[src/rtl/seg_pkg.sv]
// Shared definitions for the seven-segment display path: digit codes understood
// by the serial driver's decoder, formatter FSM states, the default overflow limit
// and a leading-zero blanking helper.
package seg_pkg;

  // Digit codes 0-9 are plain numerals.
  localparam logic [3:0] DIG_A     = 4'd10;
  localparam logic [3:0] DIG_H     = 4'd11;
  localparam logic [3:0] DIG_C     = 4'd12;
  localparam logic [3:0] DIG_BLANK = 4'hF;

  // Largest value that fits on four decimal digits.
  localparam int unsigned MAXVAL_DEF = 9999;

  typedef enum logic [1:0] {
    IDLE  = 2'd0,
    SHIFT = 2'd1,
    FMT   = 2'd2
  } state_t;

  // Replace leading zero digits (digit3 downwards) with blanks. Digit0 is
  // always kept so that zero still shows as a single "0".
  function automatic logic [15:0] blank_lead(input logic [15:0] w);
    logic [15:0] r;
    logic        lead;
    r    = w;
    lead = 1'b1;
    for (int i = 3; i >= 1; i--) begin
      if (lead && (w[4*i +: 4] == 4'd0)) begin
        r[4*i +: 4] = DIG_BLANK;
      end else begin
        lead = 1'b0;
      end
    end
    return r;
  endfunction

endpackage

[src/rtl/seg_bcd_fmt_if.sv]
// Request/result bundle between a measurement source and the display formatter.
//   load     : start request (source -> formatter)
//   value    : unsigned binary value, WIDTH bits (source -> formatter)
//   blank_en : blank leading zeros for this request (source -> formatter)
//   busy     : conversion in progress (formatter -> source)
//   done     : one-cycle completion pulse (formatter -> source)
//   disnum   : packed digit word {d3,d2,d1,d0} (formatter -> driver)
interface seg_bcd_fmt_if #(
  parameter int unsigned WIDTH = 14
) ();

  logic             load;
  logic [WIDTH-1:0] value;
  logic             blank_en;
  logic             busy;
  logic             done;
  logic [15:0]      disnum;

  modport master (
    output load, value, blank_en,
    input  busy, done, disnum
  );

  modport slave (
    input  load, value, blank_en,
    output busy, done, disnum
  );

endinterface

[src/rtl/bcd_add3.sv]
// Per-nibble double-dabble correction: adds 3 to a BCD digit that is 5 or more,
// so that the following left shift carries correctly into the next digit.
// Arithmetic wraps on 4 bits; no carry leaves the nibble.
//   in_i  : current BCD nibble
//   out_o : corrected nibble
module bcd_add3 (
  input  logic [3:0] in_i,
  output logic [3:0] out_o
);

  assign out_o = (in_i >= 4'd5) ? (in_i + 4'd3) : in_i;

endmodule

[src/rtl/seg_bcd_fmt.sv]
// Binary-to-display formatter feeding the 4-digit serial seven-segment driver.
// Converts an unsigned binary value to four BCD digits one bit per clock
// (shift-and-add-3), then applies overflow marking ("HHHH") or leading-zero
// blanking and updates disnum in a single edge.
//   clk : system clock
//   rst : synchronous active-high reset
//   bus : seg_bcd_fmt_if slave (load/value/blank_en in, busy/done/disnum out)
module seg_bcd_fmt
  import seg_pkg::*;
#(
  parameter int unsigned WIDTH  = 14,
  parameter int unsigned MAXVAL = MAXVAL_DEF
) (
  input logic          clk,
  input logic          rst,
  seg_bcd_fmt_if.slave bus
);

  localparam int unsigned CW = $clog2(WIDTH);

  state_t           state_q;
  logic [WIDTH-1:0] bin_q;
  logic [WIDTH-1:0] bin_d;
  logic [15:0]      bcd_q;
  logic [15:0]      bcd_adj;
  logic [15:0]      bcd_d;
  logic [CW-1:0]    cnt_q;
  logic             blank_q;
  logic             ovf_q;
  logic             busy_q;
  logic             done_q;
  logic [15:0]      disnum_q;
  logic [15:0]      fmt_d;

  // Digit correctors, one per BCD nibble.
  for (genvar g = 0; g < 4; g++) begin : g_add3
    bcd_add3 u_add3 (
      .in_i  (bcd_q[4*g +: 4]),
      .out_o (bcd_adj[4*g +: 4])
    );
  end

  // One double-dabble step and the final display word.
  always_comb begin
    bcd_d = (bcd_adj << 1) | 16'(bin_q[WIDTH-1]);
    bin_d = bin_q << 1;
    if (ovf_q) begin
      fmt_d = {4{DIG_H}};
    end else if (blank_q) begin
      fmt_d = blank_lead(bcd_q);
    end else begin
      fmt_d = bcd_q;
    end
  end

  // Control FSM and datapath registers.
  always_ff @(posedge clk) begin
    if (rst) begin
      state_q  <= IDLE;
      bin_q    <= '0;
      bcd_q    <= '0;
      cnt_q    <= '0;
      blank_q  <= 1'b0;
      ovf_q    <= 1'b0;
      busy_q   <= 1'b0;
      done_q   <= 1'b0;
      disnum_q <= {4{DIG_BLANK}};
    end else begin
      done_q <= 1'b0;
      case (state_q)
        IDLE: begin
          if (bus.load) begin
            bin_q   <= bus.value;
            blank_q <= bus.blank_en;
            // Overflow is judged on the binary input, not on the BCD result.
            ovf_q   <= (32'(bus.value) > MAXVAL);
            bcd_q   <= '0;
            cnt_q   <= CW'(WIDTH - 1);
            busy_q  <= 1'b1;
            state_q <= SHIFT;
          end
        end
        SHIFT: begin
          bcd_q <= bcd_d;
          bin_q <= bin_d;
          cnt_q <= cnt_q - CW'(1);
          if (cnt_q == '0) begin
            busy_q  <= 1'b0;
            state_q <= FMT;
          end
        end
        FMT: begin
          disnum_q <= fmt_d;
          done_q   <= 1'b1;
          state_q  <= IDLE;
        end
        default: begin
          state_q <= IDLE;
        end
      endcase
    end
  end

  assign bus.busy   = busy_q;
  assign bus.done   = done_q;
  assign bus.disnum = disnum_q;

endmodule

[src/flat_wrapper.sv]
// flat-port wrapper written by rule: the top's interface ports become plain ports
module seg_bcd_fmt_flat import seg_pkg::*;
#(
  parameter int unsigned WIDTH  = 14,
  parameter int unsigned MAXVAL = MAXVAL_DEF
)
  (clk, rst, bus_load, bus_value, bus_blank_en, bus_busy, bus_done, bus_disnum);
  seg_bcd_fmt_if #(.WIDTH(WIDTH)) bus_i ();
  input logic clk;
  input logic rst;
  input wire logic [$bits(bus_i.load)-1:0] bus_load;
  input wire logic [$bits(bus_i.value)-1:0] bus_value;
  input wire logic [$bits(bus_i.blank_en)-1:0] bus_blank_en;
  output wire logic [$bits(bus_i.busy)-1:0] bus_busy;
  output wire logic [$bits(bus_i.done)-1:0] bus_done;
  output wire logic [$bits(bus_i.disnum)-1:0] bus_disnum;
  assign bus_i.load = bus_load;
  assign bus_i.value = bus_value;
  assign bus_i.blank_en = bus_blank_en;
  assign bus_busy = bus_i.busy;
  assign bus_done = bus_i.done;
  assign bus_disnum = bus_i.disnum;
  seg_bcd_fmt #(.WIDTH(WIDTH), .MAXVAL(MAXVAL)) u_core (.clk(clk), .rst(rst), .bus(bus_i));
endmodule
[config.mk]
export PLATFORM = sky130hd
export DESIGN_NAME = seg_bcd_fmt_flat
export DESIGN_NICKNAME = d
export VERILOG_FILES = /design/src/rtl/seg_pkg.sv /design/src/rtl/seg_bcd_fmt_if.sv /design/src/rtl/bcd_add3.sv /design/src/rtl/seg_bcd_fmt.sv /design/src/flat_wrapper.sv
export SDC_FILE = /design/constraint.sdc
export NUM_CORES = 1
export LEC_CHECK = 0
export BUFFER_PORTS_ARGS = -buffer_cell sky130_fd_sc_hd__buf_4
export CAP_MARGIN = 0
export CORE_MARGIN = 10
export CORE_UTILIZATION = 53
export CTS_CLUSTER_DIAMETER = 120
export DETAILED_ROUTE_END_ITERATION = 7
export PLACE_DENSITY = 0.75
export SLEW_MARGIN = 40
export SYNTH_ARGS = -nofsm -noshare
export SYNTH_HDL_FRONTEND = slang
export SYNTH_SLANG_ARGS = --single-unit
[constraint.sdc]
create_clock -name clk -period 1.9 [get_ports clk]
set_input_delay 0.095 -clock clk [delete_from_list [all_inputs] [get_ports clk]]
set_output_delay 0.095 -clock clk [all_outputs]
set_load 0.03 [all_outputs]
==> impl_results.md, run 1 <==
* Total number of H-tree levels at 2
* Worst-Skew Late Latency at around 0.31 ns
* Leading cell type by number of instances after synthesis: sky130_fd_sc_hd__dfxtp_1
* Layout overhead on the synthesized area at 15.8%
* Flop2flop setup slack at 0.14 ns
* Setup repair after global routing missed its margin: false
* Final count of negative-setup-slack endpoints at 0
* Flip-flop and latch count after synthesis at 56
* Share of cells above drive strength 1 at 0.184
* Crit path time final at 1.76 ns
* Port buffer count at 35
* Cell Area, Synth at 2760 µm²
* Total routing resource utilization after global routing at 0.155
* Startpoint kind of the worst setup timing path: flip-flop
* Fraction of synthesized cell area in xor and xnor cells at 0.00317
* Cell count after synthesis at 326
* Multiplexer share of the synthesized area at 0.00725
* CTS tree: done
* Total grt overflow at 0
* DP Cell Count at around 420
* Final standard cell area without fillers at 3200 µm²
* Adder-cell share of the synthesized area at 0.0498
* Horizontal die dimension at 92.2 µm
* # fillers at 473
* Kind of path behind the tightest hold check: in -> reg
* Async SR Flop Fraction at 0
* # DRC at 0
* Synth Area in Compound Gates at 0.236
* Remaining number of nets flagged by the antenna check after routing at 0
* Critical path cell sequence: inv_1, ha_1, nor4bb_1, buf_4, nand4_1, a41oi_1
* Quantity of gates resized following cts at 0
* Worst stage delay on the critical path at 0.37 ns
* Critical R2R Launch: u_core.bcd_q[12]
* Worst-margin pin slew at 0.763 ns
* Cell class contributing the biggest share of worst-path delay: simple AND/OR/NAND/NOR gates
* Required time of the critical path at 2.13 ns
* Number of different library cells in the post-synthesis netlist at between 40 and 50
* Endpoint, Worst Hold: u_core.blank_q
* Area of combinational cells with multiple inputs at around 1400 µm²
* Hold_sp: bus_blank_en
* Final #Nets at 387
* Hold path cells at 3
* Total power draw at 0.00237 W
* Final Hold Viols at 0
* 1st-iter DRT viols at 241
* Die area at around 8500 µm²
* Slew margin rel. at 0.491
* WP buf/inv at 2
* CP Capture Type: flip-flop
* Antenna diodes at 0
* Cell taking the most area after synthesis: sky130_fd_sc_hd__dfxtp_1
* CTS Hold Bufs at 0
* Post-synthesis sequential area ratio at 0.406
* Yosys top cell area share at 0.406
* Number of pins with negative max-slew slack in the final report at 0
* Flip-flop and latch area at 1120 µm²
* Mean Syn Cell Area at ~8.5 µm²
* Avg Vias per Cell at 5.89
* Post-synthesis net count at 355
* Pre-antenna DRT Iters at 4
* Path depth of the worst reg2reg path at 6
* Synth Warn # at 0
* Final total negative setup slack at 0 ns
* Number of ports placed on the die boundary at 36
* Main synth FF type: sky130_fd_sc_hd__dfxtp_1
* Power per Cell Area at 742 nW/µm²
* TritonCTS sink count at 56
* Longest Clk Path Bufs at 2
* Routed wire length at 6650 µm
* Number of antenna violations at the first check in global routing at 0
* Via total after detailed routing at about 2500
* Crit share post-route at 0.928
* Crit-path slowest cell: sky130_fd_sc_hd__dfxtp_1
* Count of flip-flops with a built-in enable after synthesis at 0
* Crit Reg-Reg Endpoint: u_core.bus.disnum[7]
* Post-placement cell area at 3100 µm²
* Most instantiated cells after synthesis: sky130_fd_sc_hd__dfxtp_1, sky130_fd_sc_hd__nand2_1, sky130_fd_sc_hd__nor2_1, sky130_fd_sc_hd__o21ai_0, sky130_fd_sc_hd__inv_1
* Clock edge transition at the registers on the reported setup and hold paths at 0.10 ns
* Run status: completed
* Floorplan core area at 5070 µm²
* Pin count of the biggest net entering global routing at 39
* Largest cells by area after synthesis: sky130_fd_sc_hd__dfxtp_1, sky130_fd_sc_hd__ha_1, sky130_fd_sc_hd__nand2_1, sky130_fd_sc_hd__nor2_1, sky130_fd_sc_hd__a311oi_1
* Max Clock Skew at 0.00785 ns
* Height of the die at 92.2 µm
* Vias in the first global route at roughly 2300
* Post-DP HPWL at 4720 µm
* Cell at the root of the clock tree: sky130_fd_sc_hd__clkbuf_8
* Maximum operating frequency at 567 MHz
* CTS buffer count at 5
* Average detailed-routed wire length per instance at 15.5 µm
* Global-route wire length before repair at approximately 11000 µm
* Max-cap violation count at 0
* Dominant combinational cell family by area after synthesis: compound AO/OA/AOI/OAI gates
* Simple-gate share of the synthesized area at 0.218
* Type of the worst setup path: reg -> reg
* Peak supply drop at approximately 0.00043 V
* Post-route non-filler standard cell count at 429
* Max FO, Critical Path at 9
* Initial Utilization at 0.544
* Pleak at 1.16 nW
* Final Wtd Congestion at 0.802
* Data arrival time of the critical path at 1.99 ns
* Number of standard-cell rows in the floorplan at 26
* Setup Fix Bufs, Post-CTS at 0
-- layout make-up --
cell class / instances / area share
clock inverters: 2 / 0.00509
multi-input cells: 225 / 0.449
clock buffers: 6 / 0.0227
well taps: 70 / 0.0274
flip-flops and latches: 56 / 0.351
repair buffers: 50 / 0.121
inverters: 20 / 0.0235
-- through the flow --
stage	setup slack, ns	utilization	hold slack [ns]
after floorplan	0.433	-	0.242
after global placement	0.150	0.609	0.347
after detailed placement	0.124	0.610	0.348
after CTS	0.0925	0.627	0.0108
after global routing	0.0327	0.630	0.0251
final	0.137	0.630	0.0187
-- kinds of logic (layout without fill, tap and decap cells) --
group / count (synthesis) / in the layout
buffers and inverters: 45 / 78
muxes: 2 / 2
AOI/OAI and AO/OA: 92 / 92
adders and majority gates: 11 / 11
DFF: 56 / 56
xor gates and xnor gates: 1 / 1
and+or+nand+nor: 119 / 119
-- worst max-delay path by stage --
stage / startpoint / to / cells after the start
finish: u_core.bcd_q[12] / u_core.bus.disnum[7] / 6
detailed placement: u_core.bcd_q[12] / u_core.bus.disnum[9] / 6
global route: u_core.bcd_q[13] / u_core.bus.disnum[7] / 6
global placement: u_core.bcd_q[12] / u_core.bus.disnum[11] / 6
CTS: u_core.bcd_q[12] / u_core.bus.disnum[9] / 6
floorplan: u_core.bcd_q[12] / u_core.bus.disnum[11] / 6
-- layer usage --
metal | vias up | GRT usage | wire length (µm)
met5 | - | 0 | 0
met3 | 10 | 0.0432 | 435
li1 | 1239 | - | -
met2 | 68 | 0.236 | 3010
met1 | 1208 | 0.207 | 3100
met4 | 0 | 0.0488 | 110
-- state kept, by name, indices dropped and copies added, names as in the netlist --
name               cells
u_core.blank_q         1
u_core.bus.busy        1
u_core.ovf_q           1
u_core.bus.disnum     16
u_core.cnt_q           4
u_core.bus.done        1
u_core.state_q         2
u_core.bin_q          14
u_core.bcd_q          16
-- power breakdown --
part | switching, W | leakage, nW | internal, W
registers | 0.0000501 | 0.458 | 0.00124
clock network | 0.000396 | 0.0414 | 0.000263
logic | 0.000242 | 0.665 | 0.000179
total | 0.000688 | 1.16 | 0.00168
-- cell usage in the layout (no fill, tap or decap), types with 2 or more instances in the layout --
| master | netlist | routed |
|---|---|---|
| sky130_fd_sc_hd__o2111ai_1 | 8 | 8 |
| sky130_fd_sc_hd__a32oi_1 | 2 | 2 |
| sky130_fd_sc_hd__a21oi_1 | 15 | 15 |
| sky130_fd_sc_hd__mux2i_1 | 2 | 2 |
| sky130_fd_sc_hd__inv_1 | 20 | 20 |
| sky130_fd_sc_hd__nand3b_1 | 2 | 2 |
| sky130_fd_sc_hd__a311oi_1 | 13 | 13 |
| sky130_fd_sc_hd__nor3b_1 | 4 | 3 |
| sky130_fd_sc_hd__nor4b_1 | 4 | 4 |
| sky130_fd_sc_hd__dfxtp_1 | 56 | 56 |
| sky130_fd_sc_hd__nor3_1 | 8 | 8 |
| sky130_fd_sc_hd__nor4_1 | 4 | 4 |
| sky130_fd_sc_hd__o31ai_1 | 2 | 2 |
| sky130_fd_sc_hd__o21ai_0 | 22 | 22 |
| sky130_fd_sc_hd__nor2_1 | 31 | 31 |
| sky130_fd_sc_hd__nand2_1 | 31 | 31 |
| sky130_fd_sc_hd__nand2b_1 | 6 | 6 |
| sky130_fd_sc_hd__o211ai_1 | 8 | 8 |
| sky130_fd_sc_hd__a41oi_1 | 3 | 3 |
| sky130_fd_sc_hd__buf_4 | 1 | 49 |
| sky130_fd_sc_hd__nor3b_2 | 1 | 2 |
| sky130_fd_sc_hd__clkbuf_8 | 0 | 5 |
| sky130_fd_sc_hd__nand3_1 | 14 | 14 |
| sky130_fd_sc_hd__or4_1 | 2 | 2 |
| sky130_fd_sc_hd__ha_1 | 11 | 11 |
| sky130_fd_sc_hd__nor2b_1 | 7 | 6 |
| sky130_fd_sc_hd__o21a_1 | 4 | 4 |
-- worst min-delay path: stages --
cell,delay [ns]
sky130_fd_sc_hd__buf_4,0.08
sky130_fd_sc_hd__mux2i_1,0.05
sky130_fd_sc_hd__nor2_1,0.07
(Power assumes the default switching activity.)
==> inputs of run 2 (changes only) <==
--- a/config.mk
+++ b/config.mk
@@ -13,4 +13,5 @@
 export DETAILED_ROUTE_END_ITERATION = 7
 export PLACE_DENSITY = 0.75
+export REMOVE_ABC_BUFFERS = 1
 export SLEW_MARGIN = 40
 export SYNTH_ARGS = -nofsm -noshare
==> constraint.sdc (replaced) <==
create_clock -name clk -period 1.9 [get_ports clk]
set_input_delay 0.095 -clock clk [delete_from_list [all_inputs] [get_ports clk]]
set_output_delay 0.095 -clock clk [all_outputs]
set_load 0.005 [all_outputs]
==> run 2 against run 1 <==
Effect of this change: clock-buffer cell count unchanged; clock power decreased by 8.0%; global-route usage increased by 0.20 points; power shrank 3.8%; critical path type unchanged; critical endpoint is now u_core.bus.disnum[9]; largest power group unchanged.
==> impl_results.md, run 2 (synthesis gave the netlist of run 1 again) <==
* Pin count of the biggest net entering global routing at 28 (was 39)
* Floorplan core area at 5070 µm² (unchanged)
* # fillers at 488 (was 473)
* Data arrival time of the critical path at 1.89 ns (was 1.99 ns)
* Worst stage delay on the critical path at 0.41 ns (was 0.37 ns)
* CP Capture Type: flip-flop (unchanged)
* Post-route core utilization at 0.625 (was 0.630)
* Worst-margin pin slew at 0.769 ns (was 0.763 ns)
* Layout overhead on the synthesized area at 14.9% (was 15.8%)
* Global-route wire length before repair at 11400 µm (was 11100 µm)
* Avg Vias per Cell at 5.88 (was 5.89)
* Hold path cells at 3 (unchanged)
* Antenna diodes at 0 (unchanged)
* Worst-Skew Late Latency at 0.30 ns (was 0.31 ns)
* Critical R2R Launch: u_core.bcd_q[12] (unchanged)
* Crit path time final at 1.74 ns (was 1.76 ns)
* Hold_sp: bus_blank_en (unchanged)
* Max FO, Critical Path at 8 (was 9)
* Port buffer count at 35 (unchanged)
* Peak supply drop at 0.000525 V (was 0.000434 V)
* Setup repair after global routing missed its margin: true (was false)
* Routed wire length at 6640 µm (was 6650 µm)
* Pleak at 1.16 nW (about the same)
* Required time of the critical path at 2.05 ns (was 2.13 ns)
* Total routing resource utilization after global routing at 0.157 (was 0.155)
* Number of standard-cell rows in the floorplan at 26 (unchanged)
* Top library cells by usage in the layout, fill and taps aside: sky130_fd_sc_hd__dfxtp_1, sky130_fd_sc_hd__buf_4, sky130_fd_sc_hd__nor2_1, sky130_fd_sc_hd__nand2_1, sky130_fd_sc_hd__o21ai_0 (unchanged)
* Type of the worst setup path: reg -> reg (unchanged)
* Initial Utilization at 0.544 (unchanged)
* Max Clock Skew at 0.00526 ns (was 0.00785 ns)
* DP Cell Count at 420 (was 421)
* Crit Reg-Reg Endpoint: u_core.bus.disnum[9] (was u_core.bus.disnum[7])
* Final Hold Viols at 0 (unchanged)
* Average detailed-routed wire length per instance at 15.5 µm (about the same)
* Run status: completed (unchanged)
* Via total after detailed routing at 2511 (was 2525)
* Max-cap violation count at 0 (unchanged)
* Most common cell after layout, fill and taps aside: sky130_fd_sc_hd__dfxtp_1 (unchanged)
* Height of the die at 92.2 µm (unchanged)
* Number of antenna violations at the first check in global routing at 0 (unchanged)
* # DRC at 0 (unchanged)
* CTS buffer count at 5 (unchanged)
* Final Wtd Congestion at 0.836 (was 0.802)
* Number of pins with negative max-slew slack in the final report at 0 (unchanged)
* CTS tree: done (unchanged)
* Kind of path behind the tightest hold check: in -> reg (unchanged)
* Clock edge transition at the registers on the reported setup and hold paths at 0.09 ns (was 0.10 ns)
* Pre-antenna DRT Iters at 4 (unchanged)
* Die area at 8500 µm² (unchanged)
* Final #Nets at 386 (was 387)
* Share of cells above drive strength 1 at 0.176 (was 0.184)
* Flop2flop setup slack at 0.16 ns (was 0.14 ns)
* 1st-iter DRT viols at 247 (was 241)
* Final count of negative-setup-slack endpoints at 0 (unchanged)
* Total number of H-tree levels at 2 (unchanged)
* Post-route non-filler standard cell count at 427 (was 429)
* Maximum operating frequency at 574 MHz (was 567 MHz)
* Cell at the root of the clock tree: sky130_fd_sc_hd__clkbuf_8 (unchanged)
* Crit share post-route at 0.918 (was 0.928)
* Slew margin rel. at 0.486 (was 0.491)
* TritonCTS sink count at 56 (unchanged)
* Startpoint kind of the worst setup timing path: flip-flop (unchanged)
* Endpoint, Worst Hold: u_core.blank_q (unchanged)
* Critical path cell sequence: inv_1, ha_1, nor4bb_2, buf_4, a2111oi_0, o21ai_0 (was inv_1, ha_1, nor4bb_1, buf_4, nand4_1, a41oi_1)
* CTS Hold Bufs at 0 (unchanged)
* Crit-path slowest cell: sky130_fd_sc_hd__dfxtp_1 (unchanged)
* Post-DP HPWL at 4770 µm (was 4720 µm)
* Longest Clk Path Bufs at 2 (unchanged)
* Total grt overflow at 0 (unchanged)
* Horizontal die dimension at 92.2 µm (unchanged)
* Remaining number of nets flagged by the antenna check after routing at 0 (unchanged)
* Path depth of the worst reg2reg path at 6 (unchanged)
* Number of ports placed on the die boundary at 36 (unchanged)
* Power per Cell Area at 720 nW/µm² (was 742 nW/µm²)
* Vias in the first global route at 2449 (was 2320)
## run 2: final cells by class
class | instances | area [µm²] | share of cell area
clock buffers | 6 | 72.6 | 0.0229
clock inverters | 1 | 5.00 | 0.00158
inverters | 20 | 75.1 | 0.0237
multi-input cells | 225 | 1430 | 0.451
flip-flops and latches | 56 | 1120 | 0.353
well taps | 70 | 87.6 | 0.0276
repair buffers | 49 | 380 | 0.120
## run 2: stage by stage
step / worst slack [ns] / total power [W] / setup TNS (ns) / hold WS (ns) / instance area, µm²
finish: 0.157 / 0.00228 / 0 / 0.0306 / 3170
global route: -0.0135 / 0.00240 / -0.0135 / 0.0351 / 3170
CTS: 0.161 / 0.00230 / 0 / 0.0262 / 3160
detailed placement: 0.187 / 0.00170 / 0 / 0.346 / 3090
global placement: 0.260 / 0.00169 / 0 / 0.337 / 3090
floorplan: -0.0316 / 0.00152 / -0.106 / 0.164 / 2620
## run 2: worst max-delay path by stage
stage / from / end / slack [ns] / cells after the start
5_1_grt: u_core.bcd_q[12] / u_core.bus.disnum[8] / -0.01 / 6
3_3_place_gp: u_core.bcd_q[12] / u_core.bus.disnum[5] / 0.26 / 5
4_1_cts: u_core.bcd_q[12] / u_core.bus.disnum[7] / 0.16 / 5
2_1_floorplan: u_core.bcd_q[12] / u_core.bus.disnum[4] / -0.03 / 5
6_report: u_core.bcd_q[12] / u_core.bus.disnum[9] / 0.16 / 6
3_5_place_dp: u_core.bcd_q[12] / u_core.bus.disnum[7] / 0.19 / 5
## run 2: timing repair
action,in CTS,in global routing
setup buffers,0,0
endpoints found under the setup margin,0,3
gates resized for setup,0,1
## run 2: critical path: cells and delay by family, from the launching register on
| kind | cells | cell delay (ns) |
|---|---|---|
| adders and majority gates | 1 | 0.24 |
| DFF | 1 | 0.41 |
| and+or+nand+nor | 1 | 0.20 |
| buffers and inverters | 2 | 0.25 |
| AOI/OAI and AO/OA | 2 | 0.50 |
## run 2: report_power, final
| part | internal, W | switching [W] |
|---|---|---|
| clock | 0.000252 | 0.000355 |
| combinational | 0.000174 | 0.000203 |
| sequential | 0.00124 | 0.0000572 |
## run 2: routing by layer
layer  track usage  vias to the layer above  share of wire
met5             0                        -              0
met4        0.0488                        0          0.012
met3        0.0383                        8          0.058
met2         0.268                       77           0.46
met1         0.190                     1185           0.47
li1              -                     1241              -
==> inputs of run 3 (changes only) <==
CORE_ASPECT_RATIO = 1.1   (was not set)
==> run 3 against run 2 <==
Effect of this change: worst setup slack improved by 0.056 ns; non-clock buffer count increased by 1; final area decreased by 0.71%.
==> impl_results.md, run 3 (synthesis gave the netlist of run 1 again) <==
* Max FO, Critical Path at 9 (was 8)
* Total power draw at 0.00229 W (was 0.00228 W)
* Share of cells above drive strength 1 at 0.176 (about the same)
* Remaining number of nets flagged by the antenna check after routing at 0 (unchanged)
* Routed wire length at 6440 µm (was 6640 µm)
* Post-placement cell area at 3070 µm² (was 3090 µm²)
* Type of the worst setup path: reg -> reg (unchanged)
* Crit path time final at 1.69 ns (was 1.74 ns)
* Total grt overflow at 0 (unchanged)
* Number of antenna violations at the first check in global routing at 0 (unchanged)
* Critical R2R Launch: u_core.bcd_q[12] (unchanged)
* Power per Cell Area at 727 nW/µm² (was 720 nW/µm²)
* Initial Utilization at 0.549 (was 0.544)
* Path depth of the worst reg2reg path at 6 (unchanged)
* Setup repair after global routing missed its margin: false (was true)
* Layout overhead on the synthesized area at 14.0% (was 14.9%)
* Hold slack at 0.0265 ns (was 0.0306 ns)
* Fraction of power consumed by the clock network at 0.271 (was 0.266)
* Final #Nets at 387 (was 386)
* Total routing resource utilization after global routing at 0.157 (about the same)
* CTS buffer count at 5 (unchanged)
* Antenna diodes at 0 (unchanged)
* Met1 Track Usage GR at 0.191 (was 0.190)
* Final count of negative-setup-slack endpoints at 0 (unchanged)
* CTS tree: done (unchanged)
* Maximum operating frequency at 593 MHz (was 574 MHz)
* Max-cap violation count at 0 (unchanged)
* Cell at the root of the clock tree: sky130_fd_sc_hd__clkbuf_8 (unchanged)
* Number of standard-cell rows in the floorplan at 27 (was 26)
* Number of ports placed on the die boundary at 36 (unchanged)
* Clock edge transition at the registers on the reported setup and hold paths at 0.09 ns (about the same)
* Post-DP HPWL at 4560 µm (was 4770 µm)
* Via total after detailed routing at 2466 (was 2511)
* Met3 capacity usage during global routing at 0.0448 (was 0.0383)
* Pleak at 1.16 nW (about the same)
* TritonCTS sink count at 56 (unchanged)
* Average detailed-routed wire length per instance at 15.5 µm (about the same)
* Run status: completed (unchanged)
* Horizontal die dimension at 88.8 µm (was 92.2 µm)
* Floorplan core area at 5030 µm² (was 5070 µm²)
* Height of the die at 95.7 µm (was 92.2 µm)
* Pre-antenna DRT Iters at 5 (was 4)
* Required time of the critical path at 2.13 ns (was 2.05 ns)
* Top library cells by usage in the layout, fill and taps aside: sky130_fd_sc_hd__dfxtp_1, sky130_fd_sc_hd__buf_4, sky130_fd_sc_hd__nor2_1, sky130_fd_sc_hd__nand2_1, sky130_fd_sc_hd__o21ai_0 (unchanged)
* Worst-margin pin slew at 0.743 ns (was 0.769 ns)
* Die area at 8500 µm² (about the same)
* Longest Clk Path Bufs at 2 (unchanged)
* Worst-Skew Late Latency at 0.30 ns (about the same)
* Flop2flop setup slack at 0.21 ns (was 0.16 ns)
* Data arrival time of the critical path at 1.92 ns (was 1.89 ns)
* Most common cell after layout, fill and taps aside: sky130_fd_sc_hd__dfxtp_1 (unchanged)
* Power spent charging and discharging nets at 0.000628 W (was 0.000615 W)
* Crit share post-route at 0.888 (was 0.918)
* Setup Fix Bufs, Post-CTS at 0 (unchanged)
* Peak supply drop at 0.000616 V (was 0.000525 V)
* Avg Vias per Cell at 5.93 (was 5.88)
* # fillers at 454 (was 488)
* 1st-iter DRT viols at 189 (was 247)
* # DRC at 0 (unchanged)
* Endpoint of the most critical setup path: u_core.bus.disnum[7] (was u_core.bus.disnum[9])
* CP Capture Type: flip-flop (unchanged)
* Combinational cell fraction of total power at 0.164 (was 0.165)
* Crit Reg-Reg Endpoint: u_core.bus.disnum[7] (was u_core.bus.disnum[9])
* Final Hold Viols at 0 (unchanged)
* Slew margin rel. at 0.504 (was 0.486)
* Final Wtd Congestion at 0.814 (was 0.836)
* Final total negative setup slack at 0 ns (unchanged)
* Global-route wire length before repair at 11000 µm (was 11400 µm)
* Final standard cell area without fillers at 3150 µm² (was 3170 µm²)
* CTS Hold Bufs at 0 (unchanged)
* Switching portion of total power at 0.274 (was 0.269)
* Internal Power at 0.00166 W (was 0.00167 W)
* Startpoint of the worst setup timing path: u_core.bcd_q[12] (unchanged)
* Startpoint kind of the worst setup timing path: flip-flop (unchanged)
* Seq pwr share at 0.564 (was 0.569)
* Kind of path behind the tightest hold check: in -> reg (unchanged)
* Number of pins with negative max-slew slack in the final report at 0 (unchanged)
* Port buffer count at 35 (unchanged)
* Max Clock Skew at 0.00459 ns (was 0.00526 ns)
* Met2 Usage GRT at 0.262 (was 0.268)
* Busiest grt layer: met2 (unchanged)
* Vias in the first global route at 2384 (was 2449)
* Total number of H-tree levels at 2 (unchanged)
* Pin count of the biggest net entering global routing at 39 (was 28)
run 3: cell count changes in the layout (fill, tap and decap cells not counted), sizes merged:
cell / delta
buf: +1
run 3: power groups by stage:
stage	Sequential (W)	Combinational (W)	Clock (W)
detailed placement	0.00132	0.000378	0
CTS	0.00129	0.000379	0.000634
global route	0.00130	0.000422	0.000679
finish	0.00129	0.000376	0.000621
global placement	0.00132	0.000371	0
floorplan	0.00132	0.000207	0
run 3: cell type report:
type / count / area [µm²] / share of cell area
multi-input cells: 225 / 1430 / 0.453
flip-flops and latches: 56 / 1120 / 0.356
repair buffers: 50 / 375 / 0.119
inverters: 20 / 75.1 / 0.0238
clock buffers: 6 / 72.6 / 0.0230
well taps: 58 / 72.6 / 0.0230
clock inverters: 1 / 5.00 / 0.00159
run 3: worst max-delay path: stages (launching register included):
cell and delay (ns):
sky130_fd_sc_hd__dfxtp_1 0.36, sky130_fd_sc_hd__inv_1 0.09, sky130_fd_sc_hd__ha_1 0.20, sky130_fd_sc_hd__nor4bb_1 0.28, sky130_fd_sc_hd__buf_4 0.20, sky130_fd_sc_hd__nand4_1 0.21, sky130_fd_sc_hd__a41oi_1 0.27
run 3: worst min-delay path by stage:
stage                 startpoint               end  cells past startpoint
global route        bus_blank_en    u_core.blank_q                      3
finish              bus_blank_en    u_core.blank_q                      3
detailed placement  bus_blank_en    u_core.blank_q                      3
floorplan                    rst  u_core.bcd_q[11]                      1
CTS                 bus_blank_en    u_core.blank_q                      3
global placement    bus_blank_en    u_core.blank_q                      3
run 3: what timing repair did:
action                                 in CTS  in global routing
setup endpoints to repair                   0                  1
resized for setup                           0                  2
endpoints found under the hold margin       0                  0
run 3: routing by layer:
| layer | up-vias | share of wire | wire length (µm) |
|---|---|---|---|
| li1 | 1240 | - | - |
| met1 | 1147 | 0.47 | 3010 |
| met2 | 72 | 0.46 | 2990 |
| met3 | 7 | 0.056 | 363 |
| met4 | 0 | 0.012 | 76 |
| met5 | - | 0 | 0 |
run 3: metrics by stage:
step                      setup slack (ns)  std cells   util
final                                0.213        416  0.626
after global routing                0.0234        416  0.626
after CTS                            0.206        416  0.624
after detailed placement             0.232        409  0.609
after global placement               0.286        409  0.609
after floorplan                    -0.0316        301      -
